===== config.mk =====
export PLATFORM = sky130hd
export DESIGN_NAME = ahb_burst_master
export DESIGN_NICKNAME = d
export VERILOG_FILES = /design/src/rtl/ahb_burst_master.sv
export SDC_FILE = /design/constraint.sdc
export NUM_CORES = 1
export LEC_CHECK = 0
export ABC_AREA = 0
export CAP_MARGIN = 10
export CORE_MARGIN = 2
export CORE_UTILIZATION = 41
export CTS_CLUSTER_DIAMETER = 100
export CTS_CLUSTER_SIZE = 8
export DETAILED_ROUTE_END_ITERATION = 8
export PLACE_DENSITY = 0.84
export REMOVE_ABC_BUFFERS = 1
export SETUP_SLACK_MARGIN = 0.3
export SYNTH_ARGS = -nofsm -noshare
export SYNTH_HDL_FRONTEND = slang
export SYNTH_SLANG_ARGS = --single-unit

===== constraint.sdc =====
create_clock -name HCLK -period 2.9 [get_ports HCLK]
set_input_delay 0.58 -clock HCLK [delete_from_list [all_inputs] [get_ports HCLK]]
set_output_delay 0.58 -clock HCLK [all_outputs]
set_load 0.1 [all_outputs]

===== src/rtl/ahb_burst_master.sv =====
// AHB-Lite burst master: one command in, one pipelined SINGLE/INCR/INCRx/WRAPx burst out; two-cycle ERROR aborts it.
// First NONSEQ one cycle after accept, done two cycles after the last address phase; HREADY=0 stalls everything, cmd_ready only in IDLE.
module ahb_burst_master #(
    parameter int         ADDR_WIDTH = 32,
    parameter int         DATA_WIDTH = 32,
    parameter int         SLAVES_NUM = 4,
    parameter int         MAX_BEATS  = 16,
    parameter logic [3:0] HPROT_VAL  = 4'b0011,
    localparam int        SEL_W      = (SLAVES_NUM > 1) ? $clog2(SLAVES_NUM) : 1,
    localparam int        LEN_W      = $clog2(MAX_BEATS) + 1
) (
    input  logic                  HCLK,
    input  logic                  HRESETn,
    input  logic                  cmd_valid,
    output logic                  cmd_ready,
    input  logic                  cmd_write,
    input  logic [ADDR_WIDTH-1:0] cmd_addr,
    input  logic [2:0]            cmd_burst,
    input  logic [LEN_W-1:0]      cmd_len,
    input  logic [2:0]            cmd_size,
    input  logic [SEL_W-1:0]      cmd_sel,
    input  logic [DATA_WIDTH-1:0] wr_data,
    output logic                  wr_req,
    output logic [DATA_WIDTH-1:0] rd_data,
    output logic                  rd_valid,
    output logic                  done,
    output logic                  err,
    output logic [SEL_W-1:0]      HSEL,
    output logic [ADDR_WIDTH-1:0] HADDR,
    output logic                  HWRITE,
    output logic [2:0]            HSIZE,
    output logic [2:0]            HBURST,
    output logic [3:0]            HPROT,
    output logic [1:0]            HTRANS,
    output logic [DATA_WIDTH-1:0] HWDATA,
    input  logic [DATA_WIDTH-1:0] HRDATA,
    input  logic                  HREADY,
    input  logic                  HRESP
);

    localparam int MAX_SIZE = $clog2(DATA_WIDTH / 8);
    localparam int CNT_W    = (LEN_W > 5) ? LEN_W : 5;
    localparam logic [CNT_W-1:0] MAX_LEN = CNT_W'(MAX_BEATS);

    localparam logic [1:0] TR_IDLE   = 2'b00;
    localparam logic [1:0] TR_NONSEQ = 2'b10;
    localparam logic [1:0] TR_SEQ    = 2'b11;

    typedef enum logic [2:0] {
        S_IDLE,
        S_ADDR,
        S_BURST,
        S_LAST,
        S_ERR
    } state_t;

    state_t state_q, state_d;

    logic [SEL_W-1:0]      hsel_q;
    logic                  hwrite_q;
    logic [2:0]            hsize_q;
    logic [2:0]            hburst_q;
    logic [ADDR_WIDTH-1:0] haddr_q;
    logic [CNT_W-1:0]      beats_left_q;
    logic                  nseq_q;
    logic [DATA_WIDTH-1:0] hwdata_q;
    logic [DATA_WIDTH-1:0] rd_data_q;
    logic                  rd_valid_q;
    logic                  done_q;
    logic                  err_q;

    logic [CNT_W-1:0]      cmd_beats;
    logic [CNT_W-1:0]      cmd_len_ext;
    logic [ADDR_WIDTH-1:0] addr_inc;
    logic [ADDR_WIDTH-1:0] incr_addr;
    logic [ADDR_WIDTH-1:0] wrap_mask;
    logic [ADDR_WIDTH-1:0] next_addr;
    logic                  cross_1k;
    logic                  size_ok;
    logic                  accept;
    logic                  addr_adv;
    logic                  last_addr;
    logic                  dp_act;
    logic                  dp_done;
    logic                  dp_err1;

    assign size_ok   = (cmd_size <= 3'(MAX_SIZE));
    assign accept    = (state_q == S_IDLE) && cmd_valid;
    assign addr_adv  = ((state_q == S_ADDR) || (state_q == S_BURST)) && HREADY;
    assign last_addr = (beats_left_q == CNT_W'(1));
    assign dp_act    = (state_q == S_BURST) || (state_q == S_LAST);
    assign dp_done   = dp_act && HREADY && !HRESP;
    assign dp_err1   = dp_act && HRESP && !HREADY;

    // Beat count of the incoming command; undefined-length INCR is clamped to 1..MAX_BEATS.
    assign cmd_len_ext = CNT_W'(cmd_len);
    always_comb begin
        cmd_beats = CNT_W'(16);
        case (cmd_burst)
            3'b000: cmd_beats = CNT_W'(1);
            3'b001: begin
                if (cmd_len_ext == '0)
                    cmd_beats = CNT_W'(1);
                else if (cmd_len_ext > MAX_LEN)
                    cmd_beats = MAX_LEN;
                else
                    cmd_beats = cmd_len_ext;
            end
            3'b010, 3'b011: cmd_beats = CNT_W'(4);
            3'b100, 3'b101: cmd_beats = CNT_W'(8);
            default:        cmd_beats = CNT_W'(16);
        endcase
    end

    // Non-wrapping bursts use an all-ones mask so the merge below degenerates to a plain increment.
    always_comb begin
        addr_inc  = ADDR_WIDTH'(1) << hsize_q;
        incr_addr = haddr_q + addr_inc;
        case (hburst_q)
            3'b010:  wrap_mask = (ADDR_WIDTH'(4)  << hsize_q) - ADDR_WIDTH'(1);
            3'b100:  wrap_mask = (ADDR_WIDTH'(8)  << hsize_q) - ADDR_WIDTH'(1);
            3'b110:  wrap_mask = (ADDR_WIDTH'(16) << hsize_q) - ADDR_WIDTH'(1);
            default: wrap_mask = '1;
        endcase
        next_addr = (haddr_q & ~wrap_mask) | (incr_addr & wrap_mask);
        cross_1k  = (hburst_q == 3'b001) &&
                    (next_addr[ADDR_WIDTH-1:10] != haddr_q[ADDR_WIDTH-1:10]);
    end

    always_ff @(posedge HCLK or negedge HRESETn) begin
        if (!HRESETn)
            state_q <= S_IDLE;
        else
            state_q <= state_d;
    end

    always_comb begin
        state_d = state_q;
        case (state_q)
            S_IDLE:  if (accept && size_ok) state_d = S_ADDR;
            S_ADDR:  if (HREADY) state_d = last_addr ? S_LAST : S_BURST;
            S_BURST: begin
                if (dp_err1)
                    state_d = S_ERR;
                else if (HREADY)
                    state_d = last_addr ? S_LAST : S_BURST;
            end
            S_LAST: begin
                if (dp_err1)
                    state_d = S_ERR;
                else if (HREADY)
                    state_d = S_IDLE;
            end
            S_ERR:   if (HREADY) state_d = S_IDLE;
            default: state_d = S_IDLE;
        endcase
    end

    // ERR is entered with the pending address phase already withdrawn; done/err fire on the closing ERROR cycle.
    always_comb begin
        cmd_ready = 1'b0;
        HTRANS    = TR_IDLE;
        HPROT     = '0;
        wr_req    = 1'b0;
        done      = done_q;
        err       = err_q;
        case (state_q)
            S_IDLE: cmd_ready = 1'b1;
            S_ADDR: begin
                HTRANS = TR_NONSEQ;
                HPROT  = HPROT_VAL;
                wr_req = HREADY && hwrite_q;
            end
            S_BURST: begin
                HTRANS = nseq_q ? TR_NONSEQ : TR_SEQ;
                HPROT  = HPROT_VAL;
                wr_req = HREADY && hwrite_q;
            end
            S_LAST: HPROT = HPROT_VAL;
            S_ERR: begin
                HPROT = HPROT_VAL;
                done  = done_q | HREADY;
                err   = err_q | HREADY;
            end
            default: ;
        endcase
    end

    always_ff @(posedge HCLK or negedge HRESETn) begin
        if (!HRESETn) begin
            hsel_q       <= '0;
            hwrite_q     <= 1'b0;
            hsize_q      <= '0;
            hburst_q     <= '0;
            haddr_q      <= '0;
            beats_left_q <= '0;
            nseq_q       <= 1'b0;
            hwdata_q     <= '0;
            rd_data_q    <= '0;
            rd_valid_q   <= 1'b0;
            done_q       <= 1'b0;
            err_q        <= 1'b0;
        end else begin
            done_q     <= 1'b0;
            err_q      <= 1'b0;
            rd_valid_q <= 1'b0;

            if (accept) begin
                if (size_ok) begin
                    hsel_q       <= cmd_sel;
                    hwrite_q     <= cmd_write;
                    hsize_q      <= cmd_size;
                    hburst_q     <= cmd_burst;
                    haddr_q      <= cmd_addr;
                    beats_left_q <= cmd_beats;
                    nseq_q       <= 1'b0;
                end else begin
                    done_q <= 1'b1;
                    err_q  <= 1'b1;
                end
            end

            // The final address stays on HADDR during the closing data phase.
            if (addr_adv) begin
                beats_left_q <= beats_left_q - CNT_W'(1);
                if (!last_addr) begin
                    haddr_q <= next_addr;
                    nseq_q  <= cross_1k;
                end
                if (hwrite_q)
                    hwdata_q <= wr_data;
            end

            if (dp_done && !hwrite_q) begin
                rd_valid_q <= 1'b1;
                rd_data_q  <= HRDATA;
            end

            if ((state_q == S_LAST) && HREADY) begin
                done_q <= 1'b1;
                err_q  <= HRESP;
            end
        end
    end

    assign HSEL     = hsel_q;
    assign HADDR    = haddr_q;
    assign HWRITE   = hwrite_q;
    assign HSIZE    = hsize_q;
    assign HBURST   = hburst_q;
    assign HWDATA   = hwdata_q;
    assign rd_data  = rd_data_q;
    assign rd_valid = rd_valid_q;

endmodule


==> out/qor.yml, run 1 <==
initial_core_util_pct: 41.6
die_w_um: 128
ys_seq_elements: 117
synthArstFlopShare_pct: 100
synthFlopType: "dfrtp_1"
rows: 45
fmax_mhz: 376
syn_area_per_cell_sq_um: 8.96
setup_viol: 0
worstPathRequired_ns: 3.25
hold_viol_final: 0
hp-class: "primary input to asynchronous set/reset pin"
worstPathCellList: "buf_4, buf_6, and3b_1, ha_2, and3_1, a31o_2, nand4_4, or2_4, or4_1, nand3_1"
clock-sinks: 117
grt_max_degree: 57
synth_top_family_by_area: "simple AND/OR/NAND/NOR gates"
drive_above_1_share_pct: 27.6
max_slew_margin_pct: 38.7
skew_ns: 0.0149
nets: 1065
syn-cell-area_sq_um: 6250
grt_pass1_wl_mm: 30.2
ys_seq_area_share_pct: 46.8
cts_tree: "done"
clk_pin_slew_ns: 0.06
synth_xor_area_share_pct: 1.96
synth-simple-area-share_pct: 24.3
vias: 6196
yosys.cell_types.count: 68
slew_viol_final: 0
dpl.hpwl_mm: 13.8
viasPerCell: 5.44
critical_path_class: "flop to flop"
crit_path_top_delay_cell: "or4_1"
drtIter0Drc: 350
start_kind: "flop"
r2r_slack_ns: 0.24
cts_made_buffers: 17
synth_top_area_share_pct: 46.8
yosysTopAreaCell: "dfrtp_1"
grt_pass1_vias: 5934
worstPathMaxFanout: 22
postCtsHoldBufs: 0
n_antenna_cell: 0
status: "finished clean"
grt.overflow.total: 0
area_growth_pct: 49.4
first_pass_iters: 5
synthTopCellsByCount: "nand2_1, dfrtp_1, nor2_1, a21oi_1, mux2_2"
arrival_ns: 3.00
track_usage_pct: 23.5
antenna_left: 0
critPathMaxStageDelay_ns: 0.40
period_needed_ns: 2.66
ys_warn_count: 0
die_h_um: 128
synth_cells: 698
cts_max_level: 4
cts_root_buf: "clkbuf_16"
synth_edf_count: 0
post-place-ws_ns: -0.0170
antenna_found_initial: 0
yosysMostFrequentCell: "nand2_1"
core_area_sq_um: 15000
rsz0062_at_grt: "yes"
die_area_sq_um: 16300
synthAdderAreaFrac_pct: 2.72
synth-compound-area-share_pct: 14.1
netlist_top_cells_area: "dfrtp_1, nand2_1, mux2_2, a21oi_1, nor2_1"
io_buffers: 228
cap_violations: 0
pin_count: 231
worst_pin_slew_ns: 0.916
period_share_pct: 91.7
muxShareOfSynthArea_pct: 5.76
drt-total-wl_mm: 19.5
end_kind: "flop"
wl_per_cell_um: 17.1
gp_congestion: 0.935
drc: 0
holdWs_ns: 0.220
cts_buffer_depth: 2
layout_setup_ws_ns: 0.241
clkLatencyLatePin_ns: 0.42
[final cells by class]
cell class / instances / area (sq um)
clock inverters: 13 / 95.1
repair buffers: 262 / 2320
clock buffers: 19 / 453
well taps: 188 / 235
fillers: 1212 / 5690
inverters: 13 / 48.8
flip-flops and latches: 117 / 2930
multi-input cells: 526 / 3260
[worst max-delay path, delay by kind of cell (launching register included)]
family,cells,cell delay [ns]
adders and majority gates,1,0.38
buffers and inverters,2,0.31
and+or+nand+nor,6,1.31
AOI/OAI and AO/OA,1,0.21
DFF,1,0.38
[metrics by stage]
step / utilization, % / cells / area, sq um / TNS [ns]
final: 62.1 / 1138 / 9340 / 0
after detailed placement: 56.8 / 1098 / 8540 / -0.0170
after CTS: 61.2 / 1135 / 9200 / 0
after global placement: 56.8 / 1098 / 8540 / 0
after floorplan: - / 656 / 6040 / -97.78
after global routing: 62.1 / 1138 / 9340 / 0
[placed cells by master, fill, tap and decap left out, drive strengths merged, types with 8 or more instances in the layout]
| cell | instances |
|---|---|
| mux2 | 32 |
| nor2 | 54 |
| nand3 | 23 |
| buf | 149 |
| a21oi | 43 |
| o22ai | 13 |
| xnor2 | 12 |
| clkdlybuf4s50 | 113 |
| dfrtp | 117 |
| ha | 12 |
| nand2 | 162 |
| and3 | 12 |
| nor3 | 28 |
| inv | 18 |
| a211oi | 8 |
| clkbuf | 19 |
| o21ai | 24 |
[cell families after synthesis]
group                    after synthesis
buffers and inverters                 56
multiplexers                          32
other                                  1
XOR/XNOR                              14
adder cells (fa/ha/maj)               13
AND/OR/NAND/NOR                      329
flip-flops                           117
AO/OA/AOI/OAI                        136
[routing by layer]
metal / part of all wire, % / GRT usage (%)
met1: 41 / 30.4
met2: 49 / 38.1
met3: 6.8 / 4.65
met4: 2.3 / 10.5
met5: 0 / 0
[state kept, by name (all words and copies together) (netlist names), named ones only]
name,cells
HADDR,24
state_q,3
nseq_q,1
HWDATA,32
HBURST,3
err_q,1
beats_left_q,5
done_q,1
HSIZE,3
HWRITE,1
HSEL,2
rd_valid,1
rd_data,32
[path summary, 6_finish.rpt]
path                                    startpoint  depth (start not counted)                 endpoint
setup / recovery              HSIZE[1]$_DFFE_PN0P_                         10      HADDR[20]$_DFF_PN0_
hold / removal                             HRESETn                          1      HADDR[24]$_DFF_PN0_
setup reg to reg              HSIZE[1]$_DFFE_PN0P_                         10      HADDR[20]$_DFF_PN0_
hold reg to reg            rd_data[16]$_DFFE_PN0P_                          2  rd_data[16]$_DFFE_PN0P_
max in group asynchronous                  HRESETn                          2   HWDATA[31]$_DFFE_PN0P_
min in group HCLK          rd_data[16]$_DFFE_PN0P_                          2  rd_data[16]$_DFFE_PN0P_
[repair_timing]
item,in CTS,in global routing
setup buffers,5,3
setup endpoints to repair,13,27
resized for setup,22,23
pin swaps,16,13
endpoints found under the hold margin,0,0
Power of run 1 is left out: the tool's default activity adds up to more than one toggle a clock period on the data nets, which glitch-free logic cannot reach.
==> run 2: changes to the inputs <==
--- a/config.mk
+++ b/config.mk
@@ -9,11 +9,10 @@
 export CAP_MARGIN = 10
 export CORE_MARGIN = 2
 export CORE_UTILIZATION = 41
-export CTS_CLUSTER_DIAMETER = 100
+export CTS_CLUSTER_DIAMETER = 40
 export CTS_CLUSTER_SIZE = 8
 export DETAILED_ROUTE_END_ITERATION = 8
 export PLACE_DENSITY = 0.84
-export REMOVE_ABC_BUFFERS = 1
 export SETUP_SLACK_MARGIN = 0.3
 export SYNTH_ARGS = -nofsm -noshare
 export SYNTH_HDL_FRONTEND = slang
==> constraint.sdc (replaced) <==
create_clock -name HCLK -period 2.9 [get_ports HCLK]
set_input_delay 0.725 -clock HCLK [delete_from_list [all_inputs] [get_ports HCLK]]
set_output_delay 0.725 -clock HCLK [all_outputs]
set_load 0.1 [all_outputs]
==> run 2 against run 1 <==
  * Worst setup slack worse by 0.085 ns
  * Via count grew 1.8%
  * Clock skew shrank 0.0064 ns
  * Clock-buffer cell count up 2
  * Maximum frequency down 3.1%
  * Critical path depth rose by 1
  * Critical endpoint unchanged
  * Worst hold slack improved by 0.032 ns
  * First-iteration DRC count increased by 47%
  * Cell area grew 3.5%
  * Sequential share of layout area shrank 0.83 points
==> out/qor.yml, run 2 (synthesis gave the netlist of run 1 again) <==
arrival_ns: 3.09  # was 3.00 ns
initial_core_util_pct: 41.6  # unchanged
wl_per_cell_um: 17.7  # was 17.1 um
status: "finished clean"  # unchanged
worstPathCellList: "nor3_4, ha_2, inv_2, fa_2, nand2b_4, a21oi_4, a31o_4, nand4_4, or2_4, or4_1, nand3_1"  # was buf_4, buf_6, and3b_1, ha_2, and3_1, a31o_2, nand4_4, or2_4, or4_1, nand3_1
antenna_left: 0  # unchanged
die_area_sq_um: 16300  # unchanged
clkLatencyLatePin_ns: 0.42  # about the same
cts_made_buffers: 17  # unchanged
max_slew_margin_pct: 41.5  # was 38.7%
grt_max_degree: 49  # was 57
start_kind: "flop"  # unchanged
final_cell_mix: "nand2_1, buf_4, clkdlybuf4s50_1"  # was nand2_1, buf_4, dfrtp_1
grt_pass1_vias: 6193  # was 5934
holdWs_ns: 0.252  # was 0.220 ns
track_usage_pct: 24.7  # was 23.5%
nets: 1070  # was 1065
period_share_pct: 94.6  # was 91.7%
worstPathMaxFanout: 7  # was 22
clock-sinks: 117  # unchanged
critical_path_class: "flop to flop"  # unchanged
tns_ns: 0  # unchanged
crit_family: "simple AND/OR/NAND/NOR gates"  # unchanged
pin_count: 231  # unchanged
grt_pass1_wl_mm: 31.8  # was 30.2 mm
n_antenna_cell: 0  # unchanged
hp-class: "primary input to asynchronous set/reset pin"  # unchanged
crit_buf_inv: 1  # was 2
drtIter0Drc: 513  # was 350
die_w_um: 128  # unchanged
postCtsHoldBufs: 0  # unchanged
drc: 0  # unchanged
period_needed_ns: 2.74  # was 2.66 ns
worst_pin_slew_ns: 0.875  # was 0.916 ns
layout_setup_ws_ns: 0.156  # was 0.241 ns
hold_viol_final: 0  # unchanged
fin_util_pct: 64.3  # was 62.1%
core_area_sq_um: 15000  # unchanged
final_common_cell: "nand2_1"  # unchanged
rsz0062_at_grt: "yes"  # unchanged
drt-total-wl_mm: 20.3  # was 19.5 mm
drive_above_1_share_pct: 29.9  # was 27.6%
dpl.hpwl_mm: 14.2  # was 13.8 mm
end_kind: "flop"  # unchanged
gp_congestion: 0.893  # was 0.935
setup_viol: 0  # unchanged
first_pass_iters: 6  # was 5
worstPathRequired_ns: 3.25  # about the same
die_h_um: 128  # unchanged
viasPerCell: 5.52  # was 5.44
cts_root_buf: "clkbuf_16"  # unchanged
slew_viol_final: 0  # unchanged
cp_num_cells: 11  # was 10
io_buffers: 228  # unchanged
clk_pin_slew_ns: 0.06  # about the same
fmax_mhz: 364  # was 376 MHz
area_growth_pct: 54.6  # was 49.4%
post-place-ws_ns: 0.0290  # was -0.0170 ns
rows: 45  # unchanged
antenna_found_initial: 0  # unchanged
vias: 6310  # was 6196
grt.overflow.total: 0  # unchanged
cap_violations: 0  # unchanged
critPathMaxStageDelay_ns: 0.49  # was 0.40 ns
ff2ff_path_depth: 11  # was 10
cts_tree: "done"  # unchanged
skew_ns: 0.00843  # was 0.0149 ns
cts_max_level: 4  # unchanged
cts_buffer_depth: 2  # unchanged
crit_path_top_delay_cell: "dfrtp_4"  # was or4_1
run 2: cell types whose count changed in the layout (fill, tap and decap cells not counted), moves of 3 or more:
cell / change
dfrtp_4: +4
dfrtp_2: +6
dfrtp_1: -10
nor3_4: +4
buf_12: +6
inv_6: -4
bufinv_16: +3
run 2: worst reg2reg max path: stages, from the launching register on:
cell	delay (ns)
dfrtp_4	0.49
nor3_4	0.18
ha_2	0.20
inv_2	0.04
fa_2	0.34
nand2b_4	0.15
a21oi_4	0.15
a31o_4	0.20
nand4_4	0.13
or2_4	0.30
or4_1	0.41
nand3_1	0.09
run 2: routing by layer:
metal	GRT usage [%]	share of wire [%]	vias to the layer above
met2	41.3	50	332
met1	29.9	38	3005
met4	6.85	1.9	0
met3	9.59	11	37
li1	-	-	2936
met5	0	0	-
run 2: area by class of cell:
type / instances / area, sq um
Multi-Input combinational cell: 526 / 3370
Tap cell: 188 / 235
Sequential cell: 117 / 2950
Fill cell: 1144 / 5370
Clock buffer: 21 / 460
Clock inverter: 11 / 150
Inverter: 13 / 52.6
Timing Repair Buffer: 267 / 2450
run 2: final timing paths:
path                                         from                endpoint  slack, ns
max in group asynchronous                 HRESETn    HSIZE[1]$_DFFE_PN0P_       1.92
min                                       HRESETn   HWDATA[9]$_DFFE_PN0P_       0.25
min in group HCLK          rd_data[6]$_DFFE_PN0P_  rd_data[6]$_DFFE_PN0P_       0.47
max                          HSIZE[0]$_DFFE_PN0P_     HADDR[20]$_DFF_PN0_       0.16
max reg2reg                  HSIZE[0]$_DFFE_PN0P_     HADDR[20]$_DFF_PN0_       0.16
min reg2reg                rd_data[6]$_DFFE_PN0P_  rd_data[6]$_DFFE_PN0P_       0.47
run 2: repair_timing:
action / 4_1_cts / 5_1_grt
endpoints found under the hold margin: 0 / 0
endpoints found under the setup margin: 14 / 27
cloned: 0 / 1
resized for setup: 10 / 37
buffers inserted: 2 / 10
pin swaps: 5 / 11
run 2: stage by stage:
step	area, sq um	cells
2_1_floorplan	6470	699
3_3_place_gp	8740	1098
3_5_place_dp	8740	1098
4_1_cts	9400	1132
5_1_grt	9670	1143
6_report	9670	1143
Power of run 2 is left out for the same reason.
==> RTL edit (settings of run 1) <==
Change the parameter `SLAVES_NUM` from 4 to 2.
--- a/src/rtl/ahb_burst_master.sv
+++ b/src/rtl/ahb_burst_master.sv
@@ -5,3 +5,3 @@
     parameter int         DATA_WIDTH = 32,
-    parameter int         SLAVES_NUM = 4,
+    parameter int         SLAVES_NUM = 2,
     parameter int         MAX_BEATS  = 16,
Interface: changed (resized HSEL and cmd_sel); port bits go from 231 to 229. No check against the original RTL was run, so the function may have changed too.
==> RTL edit against run 1 <==
Worst setup slack lost 0.19 ns. Clock skew shrank 0.0056 ns. Area after synthesis grew 0.46%. Count of clock-buffer cells in the layout is the same. Sequential cell count shrank 1. Routed wire length grew 7.8%. Global-route usage grew 1.3 points. Cell count is the same. Die area grew 0.45%. Design area grew 2.5%.
Power is not shown: default switching activity piles up to over one toggle a cycle in this logic, so the estimate is an artifact.
==> RTL edit: results (changes against run 1) <==
stage	metric	value	unit	change
finish	fillerInstances	1203		was 1212
synth	avgSynthCellArea	9.212	um^2	was 8.959 um^2
finish	clk_share	0.05945		was 0.05867
setup_path	max_stage_delay	0.43	ns	was 0.40 ns
placed_design	port_buffers	226		was 228
synth	synth_compound_area_frac	0.1597		was 0.1415
finish	regArea	2905	um^2	was 2928 um^2
sta	fmax	0.3505	GHz	was 0.3761 GHz
synth	synthXorXnorAreaFrac	0.01792		was 0.01961
outcome	outcome	completed		unchanged
clock_network	ctsResizeCount	14		was 22
drt	route.vias.total	6439		was 6196
synth	ys_seq_area_frac	0.4621		was 0.4682
grt	grt_pass1_wl	32110	um	was 30230 um
synth	synth_mux_area_frac	0.06891		was 0.05762
setup_path	critical_path.top_delay_family	compound AO/OA/AOI/OAI gates		was simple AND/OR/NAND/NOR gates
grt	grt_max_degree	53		was 57
finish	n_all_buffers	280		was 262
setup_path	worstReg2RegStart	HSIZE[2]		was HSIZE[1]
synth	netlist_area	6282	um^2	was 6253 um^2
drt	postRouteWirelength	21030	um	was 19510 um
finish	nonClockInverterCount	18		was 13
synth	synthAdderAreaFrac	0.02709		was 0.02721
placed_design	place_inst	1079		was 1098
synth	synth-async-reset-ratio	1.000		unchanged
finish	multiInputCombCellCount	504		was 526
setup_path	cp_max_fo	4		was 22
drt	viasPerCell	5.658		was 5.445
drt	first_iter_violations	468		was 350
synth	synth_area_leaders	dfrtp_1 46%, nand2_1 9.0%, mux2_2 6.1%, a21oi_1 3.1%, nor2_1 2.4%		was dfrtp_1 47%, nand2_1 9.7%, mux2_2 5.8%, a21oi_1 3.4%, nor2_1 3.2%
setup_path	r2r_setup_slack	0.05	ns	was 0.24 ns
sta	tightestPinTransition	0.6633	ns	was 0.9156 ns
placed_design	place.gp.congestion	0.9369		was 0.9346
synth	synth_seq_cells	116		was 117
placed_design	placedInstanceArea	8564	um^2	was 8537 um^2
setup_path	critPathSlowestCell	dfrtp_1		was or4_1
synth	synthDistinctLibCells	70		was 68
placed_design	pre_cts_ws	0.1635	ns	was -0.01702 ns
clock_network	post_cts_buffers	4		was 5
finish	multiInputGateArea	3316	um^2	was 3257 um^2
setup_path	cp_data_arrival_time	3.16	ns	was 3.00 ns
[RTL edit: cell types whose count changed after synthesis, sizes merged, moves of 5 or more]
cell,before,now
nor3,28,17
o22ai,13,18
mux2i,0,5
nand2,162,150
xnor2,12,6
inv,13,18
nand3,23,18
nor2,54,42
o21ai,24,18
o21a,2,7
[RTL edit: how the worst min path moves through the flow]
stage                      startpoint          end  slack, ns  cells after the start
after floorplan               HRESETn     HADDR[0]       0.28                      0
after global placement    rd_data[14]  rd_data[14]       0.46                      2
after detailed placement  rd_data[16]  rd_data[16]       0.46                      2
after CTS                     HRESETn    HADDR[10]       0.15                      1
after global routing          HRESETn    HADDR[10]       0.18                      1
final                         HRESETn    HADDR[10]       0.15                      1
[RTL edit: per-layer routing]
metal,vias up,wire [um],track usage
met5,-,0,0
met4,0,668,0.08339
met3,59,1885,0.06803
met2,387,10210,0.4102
met1,3061,8259,0.3139
li1,2932,-,-
